$ cat src/rtl/alu_op_sequencer.sv
// ALU-operation sequencer: decodes op1/op3 into handshaked ALU command beats.
// Define ALU_SHIFT_SEQ_EN to expand shifts into one single-bit beat per position.
module alu_op_sequencer #(
  parameter int AMT_W = 4,
  parameter int OP_W  = 4
) (
  input  logic             clk,
  input  logic             reset,
  input  logic             flush,
  input  logic             in_valid,
  output logic             in_ready,
  input  logic [1:0]       op1,
  input  logic [OP_W-1:0]  op3,
  input  logic [AMT_W-1:0] d,
  output logic             out_valid,
  input  logic             out_ready,
  output logic [OP_W-1:0]  op_out,
  output logic [AMT_W-1:0] amt_out,
  output logic             last_out,
  output logic             busy
);

`ifdef ALU_SHIFT_SEQ_EN
  typedef enum logic [1:0] {IDLE = 2'b00, SINGLE = 2'b01, SEQ = 2'b10} state_t;
  logic [AMT_W-1:0] rem_r;
  logic [AMT_W-1:0] rem_nxt_s;
`else
  typedef enum logic [1:0] {IDLE = 2'b00, SINGLE = 2'b01} state_t;
`endif

  state_t           state_r;
  state_t           state_nxt_s;
  logic [OP_W-1:0]  op_nxt_s;
  logic [AMT_W-1:0] amt_nxt_s;
  logic             last_nxt_s;
  logic             accept_s;
  logic             is_shift_s;
  logic [OP_W-1:0]  dec_op_s;

  // Handshake and decode, combinational from registers plus out_ready/flush.
  always_comb begin
    out_valid  = (state_r != IDLE);
    in_ready   = !flush && (!out_valid || (out_ready && last_out));
    accept_s   = in_valid && in_ready;
    is_shift_s = (op1 == 2'b11) && (op3[3:2] == 2'b10);
    dec_op_s   = (op1 == 2'b11) ? op3 : {OP_W{1'b0}};
`ifdef ALU_SHIFT_SEQ_EN
    busy       = (state_r == SEQ) && !last_out;
`else
    busy       = 1'b0;
`endif
  end

  // Next-state and next-beat selection; flush outranks accept and consume.
  always_comb begin
    state_nxt_s = state_r;
    op_nxt_s    = op_out;
    amt_nxt_s   = amt_out;
    last_nxt_s  = last_out;
`ifdef ALU_SHIFT_SEQ_EN
    rem_nxt_s   = rem_r;
`endif
    if (flush) begin
      state_nxt_s = IDLE;
`ifdef ALU_SHIFT_SEQ_EN
      rem_nxt_s   = {AMT_W{1'b0}};
`endif
    end else if (accept_s) begin
      op_nxt_s = dec_op_s;
`ifdef ALU_SHIFT_SEQ_EN
      if (is_shift_s && (d != {AMT_W{1'b0}})) begin
        state_nxt_s = SEQ;
        amt_nxt_s   = AMT_W'(1);
        rem_nxt_s   = d - AMT_W'(1);
        last_nxt_s  = (d == AMT_W'(1));
      end else begin
        state_nxt_s = SINGLE;
        amt_nxt_s   = d;
        rem_nxt_s   = {AMT_W{1'b0}};
        last_nxt_s  = 1'b1;
      end
`else
      state_nxt_s = SINGLE;
      amt_nxt_s   = d;
      last_nxt_s  = 1'b1;
`endif
    end else if (out_valid && out_ready) begin
      if (last_out) begin
        state_nxt_s = IDLE;
      end else begin
`ifdef ALU_SHIFT_SEQ_EN
        rem_nxt_s  = rem_r - AMT_W'(1);
        last_nxt_s = (rem_r == AMT_W'(1));
`else
        last_nxt_s = 1'b1;
`endif
      end
    end else begin
      state_nxt_s = state_r;
    end
  end

  // State and output beat registers.
  always_ff @(posedge clk or posedge reset) begin
    if (reset) begin
      state_r  <= IDLE;
      op_out   <= {OP_W{1'b0}};
      amt_out  <= {AMT_W{1'b0}};
      last_out <= 1'b0;
`ifdef ALU_SHIFT_SEQ_EN
      rem_r    <= {AMT_W{1'b0}};
`endif
    end else begin
      state_r  <= state_nxt_s;
      op_out   <= op_nxt_s;
      amt_out  <= amt_nxt_s;
      last_out <= last_nxt_s;
`ifdef ALU_SHIFT_SEQ_EN
      rem_r    <= rem_nxt_s;
`endif
    end
  end

  // is_shift_s only steers beat expansion when the sequencer is built in.
`ifndef ALU_SHIFT_SEQ_EN
  logic unused_s;
  assign unused_s = is_shift_s;
`endif

endmodule

$ cat config.mk
export PLATFORM = sky130hd
export DESIGN_NAME = alu_op_sequencer
export DESIGN_NICKNAME = d
export VERILOG_FILES = /design/src/rtl/alu_op_sequencer.sv
export SDC_FILE = /design/constraint.sdc
export NUM_CORES = 1
export LEC_CHECK = 0
export ABC_AREA = 1
export CAP_MARGIN = 20
export CORE_AREA = 8 8 45 47
export CTS_CLUSTER_DIAMETER = 50
export DETAILED_ROUTE_END_ITERATION = 6
export DIE_AREA = 0 0 53 55
export GPL_TIMING_DRIVEN = 0
export HOLD_SLACK_MARGIN = 0.1
export PLACE_DENSITY_LB_ADDON = 0.08
export SYNTH_ARGS = -nofsm -noshare
export SYNTH_HDL_FRONTEND = slang
export SYNTH_SLANG_ARGS = --single-unit
$ cat constraint.sdc
create_clock -name clk -period 1.32 [get_ports clk]
set_input_delay 0.198 -clock clk [delete_from_list [all_inputs] [get_ports clk]]
set_output_delay 0.198 -clock clk [all_outputs]
set_load 0.005 [all_outputs]
## After elaboration in Yosys (flattened, before gate mapping)

Index checks and enable logic that the tools add are counted.
W data, S select, Z words.

- Word-level logic and storage cells: 27
- Input bits: 15
- Register bits after elaboration: 11
- Output and inout bits: 12

- Equality and inequality tests: 1
- Multiplexer cells: 7
- Bitwise logic cells: 1
- Reductions and logical operators: 14

Operators by type and width:

| operator | count |
|---|---|
| $mux W2 | 4 |
| $reduce_and A2 Y1 | 3 |
| $reduce_bool A3 Y1 | 2 |
| $logic_and A1 B1 Y1 | 4 |
| $mux W4 | 1 |
| $reduce_bool A2 Y1 | 2 |
| $eq A2 B2 Y1 const B | 1 |
| $logic_not A1 Y1 | 2 |
| $mux W1 | 2 |
| $logic_or A1 B1 Y1 | 1 |
| $not A1 Y1 | 1 |

## Depth between registers and ports, before layout

Gate-level depths: netlist of the first run.

- Word-level depth: 7
- Depth in mapped cells: 5
- Depth with buffers taken out: 5

## Worst setup path before layout of the first run

OpenSTA, ideal clock, no wires.

- Path kind: reg-to-reg
- From: reg last_out
- To: reg op_out[0]
- Path buffers: 0
- Arrival time: 0.770 ns
- Cell stages (with the launch flop): 6
- Required time: 1.202 ns
- Path slack: 0.432 ns
- Path through: dfrtp_1 nand2_2 nand2_4 nand3_4 nand2_1 nand2_1

- Word-level cells in the longest chain between the ends: 5

Ends and longest elaborated chain:

| element | RTL line | source |
|---|---|---|
| from (decl) | 19 | `output logic last_out,` |
| from (signal assigned) | 117 | `last_out <= last_nxt_s;` |
| $logic_and A1 B1 Y1 | 43 | `in_ready = !flush && (!out_valid \|\| (out_ready && last_out));` |
| $logic_or A1 B1 Y1 | 43 |  |
| $logic_and A1 B1 Y1 | 43 |  |
| $logic_and A1 B1 Y1 | 44 | `accept_s = in_valid && in_ready;` |
| $reduce_and A2 Y1 (no source line) | - |  |
| to (signal assigned) | 107 | `op_out <= {OP_W{1'b0}};` |
| to (signal assigned) | 115 | `op_out <= op_nxt_s;` |
| to (decl) | 17 | `output logic [OP_W-1:0] op_out,` |

No other way between the ends.
A chain may end at the register's enable or synchronous reset.

## Worst setup path after layout of the first run

- From: reg last_out
- To: out in_ready

- Word-level cells in the longest chain between the ends: 3

Ends and longest elaborated chain:

| element | RTL line | source |
|---|---|---|
| $logic_and A1 B1 Y1 | 43 |  |
| $logic_or A1 B1 Y1 | 43 |  |
| $logic_and A1 B1 Y1 | 43 |  |
| to (decl) | 11 | `output logic in_ready,` |

No other way between the ends.

==> results of run 1 <==
## how the worst max path moves through the flow
stage,depth (start not counted),from,endpoint
6_report,3,last_out$_DFFE_PP0P_,in_ready
4_1_cts,1,amt_out[2]$_DFFE_PP0P_,amt_out[2]
5_1_grt,3,last_out$_DFFE_PP0P_,in_ready
3_5_place_dp,4,out_ready,in_ready
3_3_place_gp,4,out_ready,in_ready
2_1_floorplan,5,last_out$_DFFE_PP0P_,op_out[0]$_DFFE_PP0P_
## placed cells by master, fill, tap and decap left out, drive strengths merged
cell,n
dlygate4sd2,7
a21oi,2
dfrtp,10
nand3,1
inv,7
a31oi,1
conb,1
nand4,8
buf,4
clkbuf,3
clkdlybuf4s50,12
nor2,4
dlymetal6s2s,4
clkdlybuf4s15,1
nand2,20
## cells by family (layout without fill, tap and decap cells)
logic type / count (synthesis) / after routing / share of synthesized area, %
compound gates: 3 / 3 / 3.40
buf+inv: 9 / 38 / 8.61
flops: 10 / 10 / 52.2
other cells: 1 / 1 / 0.783
simple gates: 33 / 33 / 35.0
## flip-flops by register name, indices dropped and copies added (netlist names)
signal / flops
last_out: 1
op_out: 4
amt_out: 4
state_r: 1
## area by class of cell
class / instances / area, µm²
well taps: 16 / 20.0
repair buffers: 26 / 258
multi-input cells: 37 / 188
plain buffers: 2 / 15.0
flip-flops and latches: 10 / 250
clock buffers: 3 / 22.5
inverters: 7 / 26.3
fillers: 140 / 604
## stage by stage
step	TNS, ns	cells	setup WS (ns)	util [%]	hold slack, ns
floorplan	0	56	0.432	-	0.0382
global placement	-0.320	96	-0.320	53.4	0.456
detailed placement	-0.299	96	-0.299	53.4	0.463
CTS	0	100	0.000509	55.1	0.230
global route	-0.0229	101	-0.0229	56.3	0.249
finish	0	101	0.0614	56.3	0.222
## where the power goes
| part | total (mW) | leakage, nW | switching (mW) | internal, mW |
|---|---|---|---|---|
| Combinational | 0.178 | 0.320 | 0.0762 | 0.102 |
| Sequential | 0.355 | 0.125 | 0.0156 | 0.339 |
| Clock | 0.202 | 0.0138 | 0.0973 | 0.105 |
## metal layers
layer / global-route usage (%) / wire [µm] / share of wire [%]
met4: 5.17 / 0 / 0
met1: 10.9 / 581 / 45
met5: 0 / 0 / 0
met2: 13.5 / 611 / 47
met3: 5.35 / 96 / 7.4
## repair_timing
item / 4_1_cts / 5_1_grt
hold buffers: 0 / 0
setup buffers: 1 / 1
pin swaps: 0 / 0
resized for setup: 10 / 4
endpoints found under the setup margin: 7 / 5
==> results.py, run 1 <==
metrics = {
    "status": {
        "status": "finished, final reports clean",
    },
    "floorplan": {
        "fp.dieW_um": 53,
        "core_area_mm2": 0.00138,
        "die_area_mm2": 0.00292,
        "fp.dieH_um": 55,
        "boundaryPins": 27,
        "rows": 14,
        "initial_core_util_pct": 34.6,
    },
    "critical_path": {
        "critPathSlowestCell": "dfrtp_1",
        "r2r_start": "state_r[0]$_DFFE_PP0P_",
        "crit_fanout": 3,
        "cp-end-kind": "output port",
        "worst_ep_required_time_ns": 1.12,
        "path_class": "register to output port",
        "critPathBufInv": 1,
        "rr_endpoint": "op_out[0]$_DFFE_PP0P_",
        "worst_path_largest_cell_delay_ns": 0.38,
        "r2r_slack_ns": 0.25,
        "arrival_ns": 1.06,
        "reg2reg_depth": 5,
        "cp-start-kind": "register",
        "cp_top_family": "flip-flops",
        "path_cells": "nand2_2 -> a21oi_1 -> clkdlybuf4s15_2",
    },
    "power": {
        "power_density_mw_per_mm2": 943,
        "design_power_total_mw": 0.735,
        "p_leak_nw": 0.459,
        "peakVddDrop_uv": 500,
    },
    "drt": {
        "post_drt_wl_per_cell_um": 12.8,
        "drtIter0Drc": 1,
        "via_per_inst": 4.65,
        "wl_um": 1290,
        "antenna_left": 0,
        "vias": 470,
        "dr.pass1.iters": 4,
        "drc": 0,
    },
    "cts": {
        "numCtsBuffers": 3,
        "cts_tree": "built",
        "clkTransAtPathRegs_ns": 0.06,
        "clk_latency_ns": 0.26,
        "cts.sinks": 10,
        "htree_levels": 1,
        "root_buffer": "clkbuf_4",
        "cts_buffer_depth": 2,
    },
    "yosys": {
        "synth_edf_count": 0,
        "synth-seq-cells": 10,
        "yosysTopAreaCell": "dfrtp_1",
        "syn_nets": 71,
        "yosys.cell_types.count": 13,
        "yosysWarnings": 0,
        "synth_ff_type": "dfrtp_1",
        "synth_area_leaders": "dfrtp_1 52%, nand2_1 14%, nand4_1 10%",
        "synth_cells": 56,
        "async_reset_ff_share_pct": 100,
        "syn_avg_cell_area_um2": 8.56,
        "syn_area_um2": 479,
        "ys_seq_area_share_pct": 52.2,
        "yosysTopAreaCellShare_pct": 52.2,
        "yosys.cell_count.top_type": "nand2_1",
        "synthTopCellsByCount": "18 x nand2_1, 10 x dfrtp_1, 8 x nand4_1",
    },
    "timing": {
        "rsz0062_at_grt": "yes",
        "hold_viol_final": 0,
        "finalCritPeriodShare_pct": 95.3,
        "finalMaxSlewViolations": 0,
        "skew_ns": 0.000458,
        "max_freq_mhz": 795,
        "setup_viol": 0,
        "period_needed_ns": 1.26,
    },
    "flow_run": {
        "maxCapViolations": 0,
    },
    "finish": {
        "synthToLayoutAreaGrowth_pct": 62.7,
        "drive_above_1_share_pct": 14.1,
        "num_antenna_cells": 0,
        "final_cell_area_um2": 779,
        "nNetsFinal": 102,
    },
    "placed_design": {
        "io_buffers": 24,
        "dpl-instance-area_um2": 739,
        "post-dp-hpwl_um": 978,
        "gp_congestion": 0.685,
    },
    "global_route": {
        "grtUsageTotal_pct": 9.42,
        "grt-ovfl-total": 0,
        "antenna_found_initial": 0,
        "grt_pass1_vias": 448,
        "grt_pass1_wl_um": 1970,
        "grt_max_degree": 11,
    },
    "hold_path": {
        "hp-class": "input port to asynchronous set/reset pin",
    },
}
Power figures use the tool's default switching activity.
==> inputs of run 2 (changes only) <==
Settings changed: CORE_AREA 8 8 45 47 to unset, CORE_MARGIN set to 2, CORE_UTILIZATION set to 36, DIE_AREA 0 0 53 55 to unset.
Clock period 1.32 ns to 1.4 ns, I/O delays scaled along.
==> results.py, run 2 (synthesized netlist as in run 1, its figures left out) <==
metrics = {
    "timing": {
        "finalMaxSlewViolations": 0,
        "skew_ns": 0.00138,
        "max_freq_mhz": 745,
        "rsz0062_at_grt": "no",
        "fin_ws_ns": 0.0569,
        "period_needed_ns": 1.34,
        "tns_ns": 0,
        "setup_viol": 0,
        "finalCritPeriodShare_pct": 95.9,
        "hold_viol_final": 0,
    },
    "floorplan": {
        "core_area_mm2": 0.00127,
        "die_area_mm2": 0.00164,
        "fp.dieH_um": 40.5,
        "rows": 13,
        "fp.dieW_um": 40.5,
        "boundaryPins": 27,
        "initial_core_util_pct": 37.8,
    },
    "drt": {
        "antenna_left": 0,
        "vias": 455,
        "drtIter0Drc": 7,
        "via_per_inst": 4.55,
        "post_drt_wl_per_cell_um": 10.6,
        "dr.pass1.iters": 4,
        "wl_um": 1060,
        "drc": 0,
    },
    "critical_path": {
        "crit_start": "out_ready",
        "cp-end-kind": "output port",
        "crit_fanout": 2,
        "worst_ep_required_time_ns": 1.19,
        "arrival_ns": 1.13,
        "path_class": "input port to output port",
        "cp-start-kind": "input port",
        "r2r_start": "state_r[0]$_DFFE_PP0P_",
    },
    "finish": {
        "final_common_cell": "clkdlybuf4s50_1",
        "final_cell_area_um2": 785,
        "synthToLayoutAreaGrowth_pct": 63.7,
        "fin_cells": 100,
        "nNetsFinal": 101,
        "num_antenna_cells": 0,
        "top_regs": "amt_out: 4 flops, op_out: 4 flops",
        "drive_above_1_share_pct": 12.9,
        "layout_common_cells": "22 x clkdlybuf4s50_1, 18 x nand2_1, 10 x dfrtp_1",
    },
    "power": {
        "design_power_total_mw": 0.777,
        "p_leak_nw": 0.392,
        "power_density_mw_per_mm2": 991,
        "peakVddDrop_uv": 667,
    },
    "placed_design": {
        "dp_slack_ns": -0.252,
        "placed_cells": 95,
        "io_buffers": 24,
        "gp_congestion": 0.617,
        "dpl-instance-area_um2": 738,
    },
    "cts": {
        "numCtsBuffers": 3,
        "clkTransAtPathRegs_ns": 0.07,
        "cts_tree": "built",
        "cts-hold-fix-buffers": 0,
        "htree_levels": 1,
        "clk_latency_ns": 0.26,
        "cts.sinks": 10,
        "root_buffer": "clkbuf_4",
        "cts_buffer_depth": 2,
    },
    "hold_path": {
        "hp-class": "input port to asynchronous set/reset pin",
    },
    "status": {
        "status": "finished, final reports clean",
    },
    "global_route": {
        "grt_max_degree": 11,
        "grt_pass1_wl_um": 1610,
        "antenna_found_initial": 0,
        "grt_pass1_vias": 389,
        "grt-ovfl-total": 0,
        "grtUsageTotal_pct": 15.3,
    },
    "flow_run": {
        "maxCapViolations": 0,
    },
}
-- run 2: cell types whose count changed in the layout (fill, tap and decap cells not counted), sizes merged --
cell,delta
clkdlybuf4s50,+10
dlygate4sd2,-7
dlymetal6s2s,-3
buf,-1
clkbuf,+1
-- run 2: per-stage QoR --
step / hold slack, ns / util [%]
after global routing: 0.249 / 61.8
after floorplan: 0.0502 / -
after detailed placement: 0.459 / 58.2
final: 0.215 / 61.8
after global placement: 0.457 / 58.2
after CTS: 0.228 / 61.5
-- run 2: report_power, final --
group	internal [mW]	total (mW)	switching, mW
clock network	0.158	0.261	0.103
registers	0.320	0.336	0.0161
logic	0.112	0.181	0.0689
-- run 2: worst paths after layout --
path	to	slack, ns	cells past startpoint
worst min register to register	amt_out[1]$_DFFE_PP0P_	0.47	2
worst max register to register	op_out[1]$_DFFE_PP0P_	0.35	5
worst min-delay path	amt_out[0]$_DFFE_PP0P_	0.21	2
min in group clk	state_r[0]$_DFFE_PP0P_	0.25	3
worst max-delay path	in_ready	0.06	4
max in group asynchronous	amt_out[1]$_DFFE_PP0P_	0.92	2
-- run 2: layout make-up --
cell class,count,area [µm²]
Buffer,2,15.0
Inverter,7,26.3
Fill cell,119,484
Multi-Input combinational cell,37,188
Tap cell,15,18.8
Clock buffer,4,36.3
Sequential cell,10,250
Timing Repair Buffer,25,250
-- run 2: per-layer routing --
metal  part of all wire [%]  vias to the layer above  wire [µm]  track usage, %
met5                      0                        -          0               0
met4                    1.1                        0         12            10.0
met3                    9.2                        2         97            4.44
met2                     47                       17        500            22.6
met1                     42                      195        448            19.2
li1                       -                      241          -               -
-- run 2: critical path, cell delays in order --
cell and delay [ns]:
clkdlybuf4s50_1 0.49, nand2_2 0.08, a21oi_1 0.13, clkdlybuf4s15_1 0.22
-- run 2: timing repair --
| action | in CTS | in global routing |
|---|---|---|
| setup endpoints to repair | 2 | 2 |
| setup buffers | 1 | 0 |
| gates resized for setup | 1 | 2 |
